## src/rtl/udp_i2c_tmp_poll.sv

```systemverilog
// Multi-channel I2C temperature poller. It scans P_NCH sensors through an external udp_i2c
// master and formats each 16-bit reading (LSB = 1/128 degC) as the ASCII string "+ddd.d".
//
// state | meaning
// IDLE  | wait for a start pulse or period-timer expiry
// REQ   | one-cycle read request for channel r_ch
// RD0   | wait for the high byte
// RD1   | wait for the low byte
// CONV  | format the reading and update the channel flags
// FLUSH | after a NACK or timeout, wait for the core to go idle
// NEXT  | advance to the next channel, or finish the scan
// DONE  | one-cycle end pulse and period-timer reload
module udp_i2c_tmp_poll #(
   parameter int unsigned P_NCH       = 2,
   parameter logic [7:0]  P_BASE_ADDR = 8'h96,
   parameter logic [31:0] P_PERIOD    = 32'd0,
   parameter logic [23:0] P_TIMEOUT   = 24'd100000
) (
   input  logic                i2c_clk,
   input  logic                rst,
   input  logic                i_i2c_start,
   output logic                o_i2c_end,
   output logic                o_busy,
   output logic [7:0]          o_slave_addr,
   output logic [7:0]          o_num_bytes,
   output logic                o_mst_read,
   input  logic                i_mst_data_out_valid,
   input  logic [7:0]          i_mst_data_out,
   input  logic                i_i2c_busy,
   input  logic                i_i2c_rxak,
   output logic [48*P_NCH-1:0] o_data_ascii,
   output logic [P_NCH-1:0]    o_valid,
   output logic [P_NCH-1:0]    o_err
);
   localparam int unsigned       LP_CHW       = (P_NCH > 1) ? $clog2(P_NCH) : 1;
   localparam logic [47:0]       LP_ASCII_RST = 48'h2B30_3030_2E30;
   localparam logic [LP_CHW-1:0] LP_CH_LAST   = LP_CHW'(P_NCH - 1);

   typedef enum logic [2:0] {
      S_IDLE, S_REQ, S_RD0, S_RD1, S_CONV, S_FLUSH, S_NEXT, S_DONE
   } state_t;

   state_t              r_state, w_state_nxt;
   logic [LP_CHW-1:0]   r_ch;
   logic [15:0]         r_raw;
   logic [23:0]         r_tmo;
   logic [31:0]         r_per;
   logic [48*P_NCH-1:0] r_ascii;
   logic [P_NCH-1:0]    r_valid;
   logic [P_NCH-1:0]    r_err;

   logic        w_per_exp;
   logic        w_rd_err;
   logic [15:0] w_mag;
   logic [8:0]  w_int;
   logic [3:0]  w_h, w_t, w_o, w_d;
   logic [47:0] w_str;

   assign w_per_exp = (P_PERIOD != 32'd0) && (r_per == 32'd0);
   assign w_rd_err  = i_i2c_rxak || (r_tmo == P_TIMEOUT - 24'd1);

   assign o_slave_addr = P_BASE_ADDR + (8'(r_ch) << 1);
   assign o_num_bytes  = 8'd2;
   assign o_data_ascii = r_ascii;
   assign o_valid      = r_valid;
   assign o_err        = r_err;

   always_comb begin
      w_state_nxt = r_state;
      o_mst_read  = 1'b0;
      o_i2c_end   = 1'b0;
      o_busy      = (r_state != S_IDLE);
      case (r_state)
         S_IDLE:  if (i_i2c_start || w_per_exp) w_state_nxt = S_REQ;
         S_REQ: begin
            o_mst_read  = 1'b1;
            w_state_nxt = S_RD0;
         end
         S_RD0: begin
            if (w_rd_err)                  w_state_nxt = S_FLUSH;
            else if (i_mst_data_out_valid) w_state_nxt = S_RD1;
         end
         S_RD1: begin
            if (w_rd_err)                  w_state_nxt = S_FLUSH;
            else if (i_mst_data_out_valid) w_state_nxt = S_CONV;
         end
         S_CONV:  w_state_nxt = S_NEXT;
         S_FLUSH: if (!i_i2c_busy) w_state_nxt = S_NEXT;
         S_NEXT:  w_state_nxt = (r_ch == LP_CH_LAST) ? S_DONE : S_REQ;
         S_DONE: begin
            o_i2c_end   = 1'b1;
            w_state_nxt = S_IDLE;
         end
         default: w_state_nxt = S_IDLE;
      endcase
   end

   // Magnitude is 16-bit unsigned so 0x8000 yields 32768 (256.0 degC).
   always_comb begin
      w_mag = r_raw[15] ? (~r_raw + 16'd1) : r_raw;
      w_int = w_mag[15:7];
      w_h   = 4'(w_int / 9'd100);
      w_t   = 4'((w_int / 9'd10) % 9'd10);
      w_o   = 4'(w_int % 9'd10);
      w_d   = 4'((11'(w_mag[6:0]) * 11'd10) >> 7);
      w_str = {(r_raw[15] ? 8'h2D : 8'h2B), {4'h3, w_h}, {4'h3, w_t}, {4'h3, w_o},
               8'h2E, {4'h3, w_d}};
   end

   always_ff @(posedge i2c_clk or posedge rst) begin
      if (rst) begin
         r_state <= S_IDLE;
         r_ch    <= '0;
         r_raw   <= '0;
         r_tmo   <= '0;
         r_per   <= P_PERIOD - 32'd1;
         r_ascii <= {P_NCH{LP_ASCII_RST}};
         r_valid <= '0;
         r_err   <= '0;
      end else begin
         r_state <= w_state_nxt;
         case (r_state)
            S_IDLE: begin
               r_ch <= '0;
               if (r_per != 32'd0) r_per <= r_per - 32'd1;
            end
            S_REQ: r_tmo <= '0;
            S_RD0: begin
               if (w_rd_err) begin
                  r_err[r_ch] <= 1'b1;
               end else if (i_mst_data_out_valid) begin
                  r_raw[15:8] <= i_mst_data_out;
                  r_tmo       <= '0;
               end else begin
                  r_tmo <= r_tmo + 24'd1;
               end
            end
            S_RD1: begin
               if (w_rd_err)                  r_err[r_ch] <= 1'b1;
               else if (i_mst_data_out_valid) r_raw[7:0]  <= i_mst_data_out;
               else                           r_tmo       <= r_tmo + 24'd1;
            end
            S_CONV: begin
               r_ascii[48*int'(r_ch) +: 48] <= w_str;
               r_valid[r_ch]                <= 1'b1;
               r_err[r_ch]                  <= 1'b0;
            end
            S_NEXT: if (r_ch != LP_CH_LAST) r_ch <= r_ch + LP_CHW'(1);
            S_DONE: r_per <= P_PERIOD - 32'd1;
            default: ;
         endcase
      end
   end
endmodule

```

## config.mk

```make
export PLATFORM = sky130hd
export DESIGN_NAME = udp_i2c_tmp_poll
export DESIGN_NICKNAME = d
export VERILOG_FILES = /design/src/rtl/udp_i2c_tmp_poll.sv
export SDC_FILE = /design/constraint.sdc
export NUM_CORES = 1
export LEC_CHECK = 0
export CELL_PAD_IN_SITES_DETAIL_PLACEMENT = 0
export CELL_PAD_IN_SITES_GLOBAL_PLACEMENT = 1
export CORE_MARGIN = 1.5
export CORE_UTILIZATION = 41
export CTS_CLUSTER_DIAMETER = 30
export DETAILED_ROUTE_END_ITERATION = 10
export PLACE_DENSITY_LB_ADDON = 0.1
export SETUP_SLACK_MARGIN = 0.3
export SLEW_MARGIN = 20
export SYNTH_ARGS = -nofsm -noshare
export SYNTH_HDL_FRONTEND = slang
export SYNTH_SLANG_ARGS = --single-unit
```

## constraint.sdc

```tcl
create_clock -name i2c_clk -period 8.5 [get_ports i2c_clk]
set_clock_uncertainty 0.1 [all_clocks]
set_input_delay 1.7 -clock i2c_clk [delete_from_list [all_inputs] [get_ports i2c_clk]]
set_output_delay 1.7 -clock i2c_clk [all_outputs]
set_load 0.02 [all_outputs]
```

[After elaboration in Yosys (flattened, before gate mapping)]
Index checks and enable logic that the tools add are counted.
Operators by class
  divide/modulo/power cells: 4
  reduce and logical (&&, ||, !) cells: 13
  multiplexer cells: 24
  $mul: 2
  order comparisons: 2
  shifts and indexed selects: 2
  equality and inequality tests: 16
  add/subtract/negate cells: 5
  bitwise gates (word level): 6
Operators by type and width (number)
  bitwise mux 96 bit: 1
  2-to-1 mux 24 bit: 4
  variable shift 48 x 33 -> 96 bit, first input constant: 1
  variable part select 48 x 33 -> 96 bit: 1
  one-hot mux 24 bit (3 select lines): 1
  negator 7 -> 33 bit: 1
  adder 24 x 1 -> 24 bit, second input constant: 1
  == test 24 x 17 -> 1 bit, second input constant: 1
  2-to-1 mux 3 bit: 8
  one-hot mux 3 bit (8 select lines): 1
  modulo 9 x 4 -> 9 bit, second input constant: 2
  adder 16 x 1 -> 16 bit, second input constant: 1
  2-to-1 mux 16 bit: 1
  inverter 16 bit: 1
  == test 3 bit, second input constant: 4
  multiplier 7 x 3 -> 10 bit, second input constant: 1
  inequality test 2 bit, second input constant: 5
  divider 9 x 4 -> 9 bit, second input constant: 1
  divider 9 x 7 -> 9 bit, second input constant: 1
  adder 8 x 2 -> 8 bit, first input constant: 1
  AND reduction 4 bit: 2
  == test 3 x 2 -> 1 bit, second input constant: 2
  inequality test 3 bit, second input constant: 2
  AND reduction 3 bit: 2
  22 further kinds: 28
Storage, ports and cells
  RAM bits: 0
  register bits after elaboration: 144
  latch bits: 0
  input port bits: 14
  memories kept: 0
  output and inout port bits: 119
  word-level logic and storage cells: 82
  memory bits (read-only): 0

[Longest topological paths before layout]
Gate-level depths: netlist of run 1.
  depth in word-level cells: 7
  mapped depth: 26
  depth with buffers taken out: 25

[Least setup slack after synthesis of run 1]
Ideal clock, no wire load.
  kind: reg2reg
  start: register r_raw[0]
  end: register r_ascii[73] (netlist: o_data_ascii[73])
  setup time: 138 ps
  slack: 3175 ps
  data arrival time: 5087 ps
  path buffers: 1
  period minus slack after synthesis: 5325 ps
  data required time: 8262 ps
  stages on the path, launching flop included: 27
  cells stage by stage: dfrtp_1 > inv_1 > ha_1 > or4b_4 > o41ai_4 > xor2_1 > buf_2 > a2bb2oi_1 > nor2_1 > a221o_1 > ha_1 > a2bb2oi_1 > nor2_1 > a221o_1 > inv_1 > ha_1 > nand2b_1 > nor4b_1 > nor2_1 > o21ai_0 > o22ai_1 > xor2_1 > ha_1 > nand2b_1 > nor2_1 > o311ai_1 > a21oi_1
Between the ends
  cells in the longest elaborated chain, start to end: 7
  elaborated cells between the ends (all ways): 10
  classes of those cells: add/sub (1); mul (1); div (4); shift (1); mux (2); bitwise (1)
RTL lines
  from (decl): line 45  | logic [15:0] r_raw;
  from (signal assigned): line 140  | else if (i_mst_data_out_valid) r_raw[7:0] <= i_mst_data_out;
  inverter 16 bit: line 100  | w_mag = r_raw[15] ? (~r_raw + 16'd1) : r_raw;
  adder 16 x 1 -> 16 bit: line 100
  2-to-1 mux 16 bit *: line 100
  divider 9 x 4 -> 9 bit: line 103  | w_t = 4'((w_int / 9'd10) % 9'd10);
  modulo 9 x 4 -> 9 bit: line 103
  variable part select 48 x 33 -> 96 bit *: line 144  | r_ascii[48*int'(r_ch) +: 48] <= w_str;
  bitwise mux 96 bit *: line 144
  to (signal assigned): line 117  | r_ascii <= {P_NCH{LP_ASCII_RST}};
  to (signal, indexed assignment): line 144
  to (decl): line 48  | logic [48*P_NCH-1:0] r_ascii;
Mark *: on every way between the ends. The rest lies on a longest branch, timed or not.
A chain may end at the register's enable or synchronous reset.

[Worst setup path after layout of run 1]
  start: register r_raw[1]
  end: register r_ascii[73] (netlist: o_data_ascii[73])
Same word-level chain as after synthesis.

==> impl_metrics.toml, run 1 <==
[synth]
synth_area_per_cell_um2 = 8.79
yosys_most_used_dff = "dfrtp_1"
synth-seq-cells = 91
yosysTopAreaCellShare_pct = 34.0
synthDistinctLibCells = 70
yosysWarnings = 0
synth_edf_count = 0
syn_inst = 686
synth_seq_area_share_pct = 38.0
netlist_area_mm2 = 0.00603
yosys.area.top_type = "dfrtp_1"
async_flop_share_pct = 100
synth.area.top_cells = "dfrtp_1 (34%), buf_4 (8.5%), o21ai_0 (5.0%)"

[worst_setup_path]
cp_slowest_cell = "xor2_1"
crit_chain = "inv_1 > ha_1 > or4b_4 > o41ai_4 > xor2_1 > o21ai_0 > a221o_1 > ha_1 > a2bb2oi_1 > nor2_1 > a221o_1 > inv_1 > ha_1 > nand2b_1 > nor4b_1 > nor2_1 > o21ai_0 > o22ai_1 > xor2_1 > ha_1 > nand2b_1 > nor2_1 > o311ai_1 > a21oi_1"
max_stage_delay_ns = 0.85
cp-start-kind = "flop"
crit_fanout = 15
cp.arrival_ns = 6.54
crit_required_ns = 8.61
crit_path_end_kind = "flop"
path_class = "flop to flop"
cpMostUsedCell = "ha_1"

[die]
dieHeight_um = 124
dieArea_mm2 = 0.0154
rows = 44
io_pins = 133
die_x_um = 124
core_mm2 = 0.0144
start_util_pct = 41.8

[placement]
io_buffer_count = 89
pre_cts_slack_ns = 2.11
routabilityCongestion = 0.813
post_dp_cell_area_mm2 = 0.00675
dp_hpwl_mm = 10.5

[cts]
clockBufferDepth = 2
cts_inserted_buffers = 9
clockRootBuffer = "clkbuf_16"
h-tree-depth = 3
clk_latency_ns = 0.35
clk_pin_slew_ns = 0.07
cts_sinks = 91
postCtsSetupBuffers = 0
cts_tree = "done"
ctsResizeCount = 0
hold_buffers = 0

[timing]
period_needed_ns = 6.43
setup_violations = 0
maxSlewViolCount = 0
slew_headroom_pct = 31.1
fin_ws_ns = 2.07
finalHoldViolCount = 0
worst_pin_slew_ns = 1.03
tns_ns = 0
rsz0062_at_grt = "no"
fin_crit_sh_pct = 75.7
max_freq_mhz = 156

[layout]
final_cell_mix = "clkdlybuf4s50_1 (89), dfrtp_1 (82), nand2_1 (77), o21ai_0 (60), nor2_1 (58)"
design_area_mm2 = 0.00711
area_delta_synth_final_pct = 17.9
diodes = 0
final_common_cell = "clkdlybuf4s50_1"
layout-drive-gt1-share_pct = 9.52
layout.nets = 775

[global_routing]
grt_usage_pct = 18.9
grt_pass1_wl_mm = 24.0
grt_max_degree = 61
grt_antenna_before_repair = 0
overflow = 0
grt_pass1_vias = 4556

[route]
wl_mm = 14.3
drt_iter0_drc = 405
viasPerCell = 5.27
drcViolationCount = 0
routedWlPerCell_um = 15.4
dr.pass1.iters = 5
final_antenna_net_count = 0
vias = 4898

[run_status]
outcome = "complete, no violations"

[min_path]
hp-class = "flop to flop"

[job]
cap_violations = 0
## synth_stat cells, types with 15 or more instances
master	instances
mux2_2	15
clkbuf_1	21
o21ai_1	16
buf_4	68
nand2b_1	16
ha_1	20
xor2_1	18
nor3_1	16
o21ai_0	60
a21oi_1	23
dfrtp_1	82
inv_1	16
nand2_1	77
nor2_1	58
## layer usage
layer,vias to the layer above,wire (um),global-route usage (%)
li1,2409,-,-
met1,2341,7280,28.4
met2,135,6250,28.0
met3,13,609,2.84
met4,0,180,5.88
met5,-,0,0
## path summary, 6_finish.rpt
path                            cells past startpoint                           end  slack (ns)              startpoint
worst max-delay path                               24  o_data_ascii[73]$_DFFE_PP0P_        2.07    r_raw[1]$_DFFE_PP0P_
worst min-delay path                                1        o_valid[1]$_DFFE_PP0P_        0.38  o_valid[1]$_DFFE_PP0P_
worst max register to register                     24  o_data_ascii[73]$_DFFE_PP0P_        2.07    r_raw[1]$_DFFE_PP0P_
worst min register to register                      1        o_valid[1]$_DFFE_PP0P_        0.38  o_valid[1]$_DFFE_PP0P_
max in group asynchronous                           3         r_raw[15]$_DFFE_PP0P_        5.54                     rst
min in group asynchronous                           2  o_data_ascii[66]$_DFFE_PP0P_        1.60                     rst
## flip-flops by register name (all words and copies together), names as in the netlist
signal,flops
o_data_ascii,43
r_state,3
r_tmo,24
o_err,2
o_valid,2
r_raw,16
r_ch,1
## worst max-delay path: cells and delay by family, from the launching register on
family | cells | cell delay [ns]
AOI/OAI and AO/OA | 9 | 2.18
xor gates and xnor gates | 2 | 1.26
adders and majority gates | 4 | 0.79
and+or+nand+nor | 7 | 1.41
DFF | 1 | 0.40
buffers and inverters | 2 | 0.14
## cell type report
type,count,area [um2]
fillers,1353,7320
flip-flops and latches,91,2290
repair buffers,95,936
clock inverters,6,111
well taps,184,230
clock buffers,10,239
inverters,19,72.6
multi-input cells,525,3230
## cell families (layout without fill, tap and decap cells)
logic type	Yosys count	after routing	synth area share, %
and+or+nand+nor	243	243	19.7
AOI/OAI and AO/OA	160	160	17.1
buffers and inverters	112	130	11.3
DFF	91	91	38.0
xor gates and xnor gates	35	35	5.46
adders and majority gates	22	22	4.50
muxes	21	21	3.80
other	2	44	0.125
## through the flow
stage / instances / utilization (%) / hold WS, ns
after global routing: 930 / 49.3 / 0.398
final: 930 / 49.3 / 0.378
after detailed placement: 914 / 46.8 / 0.368
after floorplan: 728 / - / 0.360
after CTS: 930 / 49.2 / 0.385
after global placement: 914 / 46.8 / 0.349
Power of run 1 is left out: the tool's default activity adds up to more than one toggle a clock period on the data nets, which glitch-free logic cannot reach.
==> inputs of run 2 (changes only) <==
- CORE_UTILIZATION: 41 -> 35
- clock period: 8.5 -> 5.77 ns (I/O delays scaled with it)
==> run 2 against run 1 <==
Hold slack got worse by 0.016 ns. Global-route usage decreased by 1.7 points. Maximum frequency increased by 21%. Final cell count increased by 7.0%. Critical path type unchanged.
==> impl_metrics.toml, run 2 (same netlist as run 1, synthesis figures left out) <==
[cts]
clk_latency_ns = 0.35
clockBufferDepth = 2
clk_pin_slew_ns = 0.06
cts_tree = "done"
cts_sinks = 91
h-tree-depth = 3
hold_buffers = 0
clockRootBuffer = "clkbuf_16"
cts_inserted_buffers = 9

[worst_setup_path]
ff2ff_setup_slack_ns = 0.47
cp-start-kind = "flop"
path_class = "flop to flop"
max_stage_delay_ns = 0.52
crit_required_ns = 5.89
cp.arrival_ns = 5.42
cpMostUsedCell = "buf_4"
crit_fanout = 8
cp_slowest_cell = "or4b_4"
path_delay_family = "compound AO/OA/AOI/OAI gates"
path_buf_inv = 5
crit_path_end_kind = "flop"

[die]
core_mm2 = 0.0167
io_pins = 133
rows = 47
die_x_um = 134
dieArea_mm2 = 0.0180
start_util_pct = 36.1
dieHeight_um = 134

[global_routing]
grt_antenna_before_repair = 0
overflow = 0
grt_pass1_wl_mm = 24.4
grt_usage_pct = 17.2
grt_pass1_vias = 4735
grt_max_degree = 55

[layout]
area_delta_synth_final_pct = 25.6
final_cell_mix = "clkdlybuf4s50_1 (89), dfrtp_1 (80), nand2_1 (77), o21ai_0 (56), nor2_1 (55)"
diodes = 0
layout.nets = 805
final_cells = 995
layout-drive-gt1-share_pct = 16.6
largest_reg_flops = 43
final_common_cell = "clkdlybuf4s50_1"

[timing]
max_freq_mhz = 189
maxSlewViolCount = 0
setup_violations = 0
rsz0062_at_grt = "no"
finalHoldViolCount = 0
slew_headroom_pct = 38.4
worst_pin_slew_ns = 0.915
period_needed_ns = 5.30
tns_ns = 0
fin_crit_sh_pct = 91.8

[route]
viasPerCell = 5.08
vias = 5051
wl_mm = 15.1
final_antenna_net_count = 0
drcViolationCount = 0
routedWlPerCell_um = 15.2
dr.pass1.iters = 4
drt_iter0_drc = 260

[job]
cap_violations = 0

[placement]
routabilityCongestion = 0.796
place_inst = 966
io_buffer_count = 89
dp_hpwl_mm = 11.1

[run_status]
outcome = "complete, no violations"

[min_path]
hp-class = "flop to flop"
## run 2: changes by cell type in the layout (fill, tap and decap cells not counted), moves of 3 or more
cell | before | now
o21ai_0 | 60 | 56
buf_4 | 6 | 36
xor2_2 | 1 | 4
o21ai_2 | 0 | 3
ha_1 | 20 | 16
xnor2_4 | 0 | 3
nor2_1 | 58 | 55
xor2_1 | 18 | 15
## run 2: repair_timing
item	4_1_cts	5_1_grt
setup endpoints to repair	4	6
pin swaps	2	16
setup buffers	5	9
resized for setup	8	37
cloned	0	0
## run 2: stage by stage
| stage | cell area, um2 | hold slack, ns | setup WS, ns | utilization [%] |
|---|---|---|---|---|
| floorplan | 6180 | 0.360 | 0.445 | - |
| global placement | 6910 | 0.357 | 0.168 | 41.4 |
| detailed placement | 6910 | 0.354 | 0.0767 | 41.4 |
| CTS | 7320 | 0.371 | 0.319 | 43.9 |
| global route | 7570 | 0.393 | 0.219 | 45.3 |
| finish | 7570 | 0.362 | 0.472 | 45.3 |
## run 2: cell type report
cell class              count  area (um2)
fillers                  1641        9130
multi-input cells         525        3450
flip-flops and latches     91        2290
repair buffers            125        1160
well taps                 220         275
clock buffers              11         243
clock inverters             4        73.8
inverters                  19        72.6
## run 2: final timing paths
check,cells past startpoint,endpoint,start
max,27,o_data_ascii[75]$_DFFE_PP0P_,r_raw[0]$_DFFE_PP0P_
min in group asynchronous,2,r_ch$_DFFE_PP0P_,rst
min,1,o_valid[1]$_DFFE_PP0P_,o_valid[1]$_DFFE_PP0P_
min reg2reg,1,o_valid[1]$_DFFE_PP0P_,o_valid[1]$_DFFE_PP0P_
max in group asynchronous,3,r_raw[13]$_DFFE_PP0P_,rst
max reg2reg,27,o_data_ascii[75]$_DFFE_PP0P_,r_raw[0]$_DFFE_PP0P_
## run 2: metal layers
layer / up-vias / share of wire, % / track usage [%]
li1: 2466 / - / -
met1: 2437 / 47 / 22.9
met2: 122 / 47 / 27.5
met3: 26 / 4.0 / 3.06
met4: 0 / 2.2 / 7.29
met5: - / 0 / 0
Power of run 2 is left out for the same reason.
==> inputs of run 3 (changes only) <==
- GPL_ROUTABILITY_DRIVEN: not set -> 1
- PLACE_DENSITY: not set -> 0.79
- PLACE_DENSITY_LB_ADDON: 0.1 -> not set
==> run 3 against run 2 <==
Non-clock buffer count is 3 higher. Hold slack better by 0.015 ns. Sequential share of layout area is 0.15 points lower. Clock-buffer cell count is 1 higher. Register-to-register slack better by 0.04 ns. Final cell count is 0.40% higher. Global-route usage is 1.0 points lower. Routed wire length is 5.8% lower. Core utilization is 0.18 points higher. Critical path depth is 1 lower. Critical path type unchanged. Largest cell class unchanged.
==> impl_metrics.toml, run 3 (same netlist as run 1, synthesis figures left out) <==
[global_routing]
grt_pass1_vias = 4582
overflow = 0
grtUsageMet1_pct = 23.5
grt_most_used_layer = "met2"
grt_antenna_before_repair = 0
grt_max_degree = 51
grt_usage_pct = 16.2
grt_pass1_wl_mm = 23.7
globalRouteMet2Util_pct = 24.4
met3_usage_pct = 2.53

[route]
routedWlPerCell_um = 14.3
final_antenna_net_count = 0
viasPerCell = 5.00
dr.pass1.iters = 4
drt_iter0_drc = 396
wl_mm = 14.3
vias = 4998
drcViolationCount = 0

[layout]
layout.nets = 808
final_common_cell = "clkdlybuf4s50_1"
regArea_mm2 = 0.00229
multiInputGateArea_mm2 = 0.00346
area_delta_synth_final_pct = 26.1
final_cell_mix = "clkdlybuf4s50_1 (89), dfrtp_1 (82), nand2_1 (77), o21ai_0 (56), nor2_1 (55)"
largest_reg_flops = 43
design_area_mm2 = 0.00760
fillers = 1648
diodes = 0
final_cells = 999
layout-drive-gt1-share_pct = 16.8

[cts]
cts_tree = "done"
clk_pin_slew_ns = 0.06
hold_buffers = 0
h-tree-depth = 3
clockBufferDepth = 2
cts_sinks = 91
clockRootBuffer = "clkbuf_16"
cts_inserted_buffers = 9
clk_latency_ns = 0.35

[die]
dieHeight_um = 134
rows = 47
io_pins = 133
core_mm2 = 0.0167
die_x_um = 134
dieArea_mm2 = 0.0180
start_util_pct = 36.1

[timing]
worst_pin_slew_ns = 0.910
maxSlewViolCount = 0
finalHoldViolCount = 0
setup_violations = 0
fin_crit_sh_pct = 91.2
period_needed_ns = 5.26
tns_ns = 0
slew_headroom_pct = 38.8
max_freq_mhz = 190
rsz0062_at_grt = "no"

[worst_setup_path]
cp-start-kind = "flop"
crit_fanout = 5
crit_path_end_kind = "flop"
path_class = "flop to flop"
cp_num_cells = 26
crit_required_ns = 5.87
path_buf_inv = 4
cp_slowest_cell = "or4b_4"
cp.arrival_ns = 5.36
path_delay_family = "compound AO/OA/AOI/OAI gates"
max_stage_delay_ns = 0.51
reg2regPathDepth = 26

[run_status]
outcome = "complete, no violations"

[placement]
post_dp_cell_area_mm2 = 0.00696
place_inst = 972
dp_hpwl_mm = 10.3
io_buffer_count = 89
routabilityCongestion = 0.863

[min_path]
hold_depth = 1
hp-class = "flop to flop"

[job]
cap_violations = 0
[run 3: changes by cell type in the layout (fill, tap and decap cells not counted), sizes merged]
cell / before / now
buf: 36 / 39
clkbuf: 11 / 12
clkinv: 3 / 4
inv: 18 / 17
[run 3: worst paths after layout]
check	from	to	slack, ns
worst max-delay path	r_raw[0]$_DFFE_PP0P_	o_data_ascii[73]$_DFFE_PP0P_	0.51
worst min-delay path	o_valid[0]$_DFFE_PP0P_	o_valid[0]$_DFFE_PP0P_	0.38
worst max register to register	r_raw[0]$_DFFE_PP0P_	o_data_ascii[73]$_DFFE_PP0P_	0.51
worst min register to register	o_valid[0]$_DFFE_PP0P_	o_valid[0]$_DFFE_PP0P_	0.38
max in group asynchronous	rst	o_data_ascii[45]$_DFFE_PP1P_	3.35
min in group asynchronous	rst	r_tmo[3]$_DFFE_PP0P_	1.18
[run 3: metal layers]
metal  routed length [um]  vias to the layer above
met5                    0                        -
met2                 6330                      123
met1                 7090                     2372
met3                  613                       19
met4                  239                        0
li1                     -                     2484
[run 3: final cells by class]
cell class / instances / share of cell area, %
timing repair buffer: 128 / 15.6
inverter: 19 / 0.955
sequential: 91 / 30.1
tap: 220 / 3.62
clock inverter: 4 / 0.971
multi-input combinational: 525 / 45.5
clock buffer: 12 / 3.24
[run 3: repair_timing]
item,in CTS,in global routing
buffers inserted,0,11
pin swaps,2,14
gates resized for setup,7,38
endpoints found under the setup margin,4,6
endpoints found under the hold margin,0,0
[run 3: metrics by stage]
step / hold slack [ns] / utilization [%] / worst slack (ns)
2_1_floorplan: 0.360 / - / 0.445
3_3_place_gp: 0.349 / 41.7 / 0.0847
3_5_place_dp: 0.366 / 41.7 / 0.0506
4_1_cts: 0.384 / 43.9 / 0.320
5_1_grt: 0.395 / 45.5 / 0.240
6_report: 0.377 / 45.5 / 0.508
Power of run 3 is left out for the same reason.
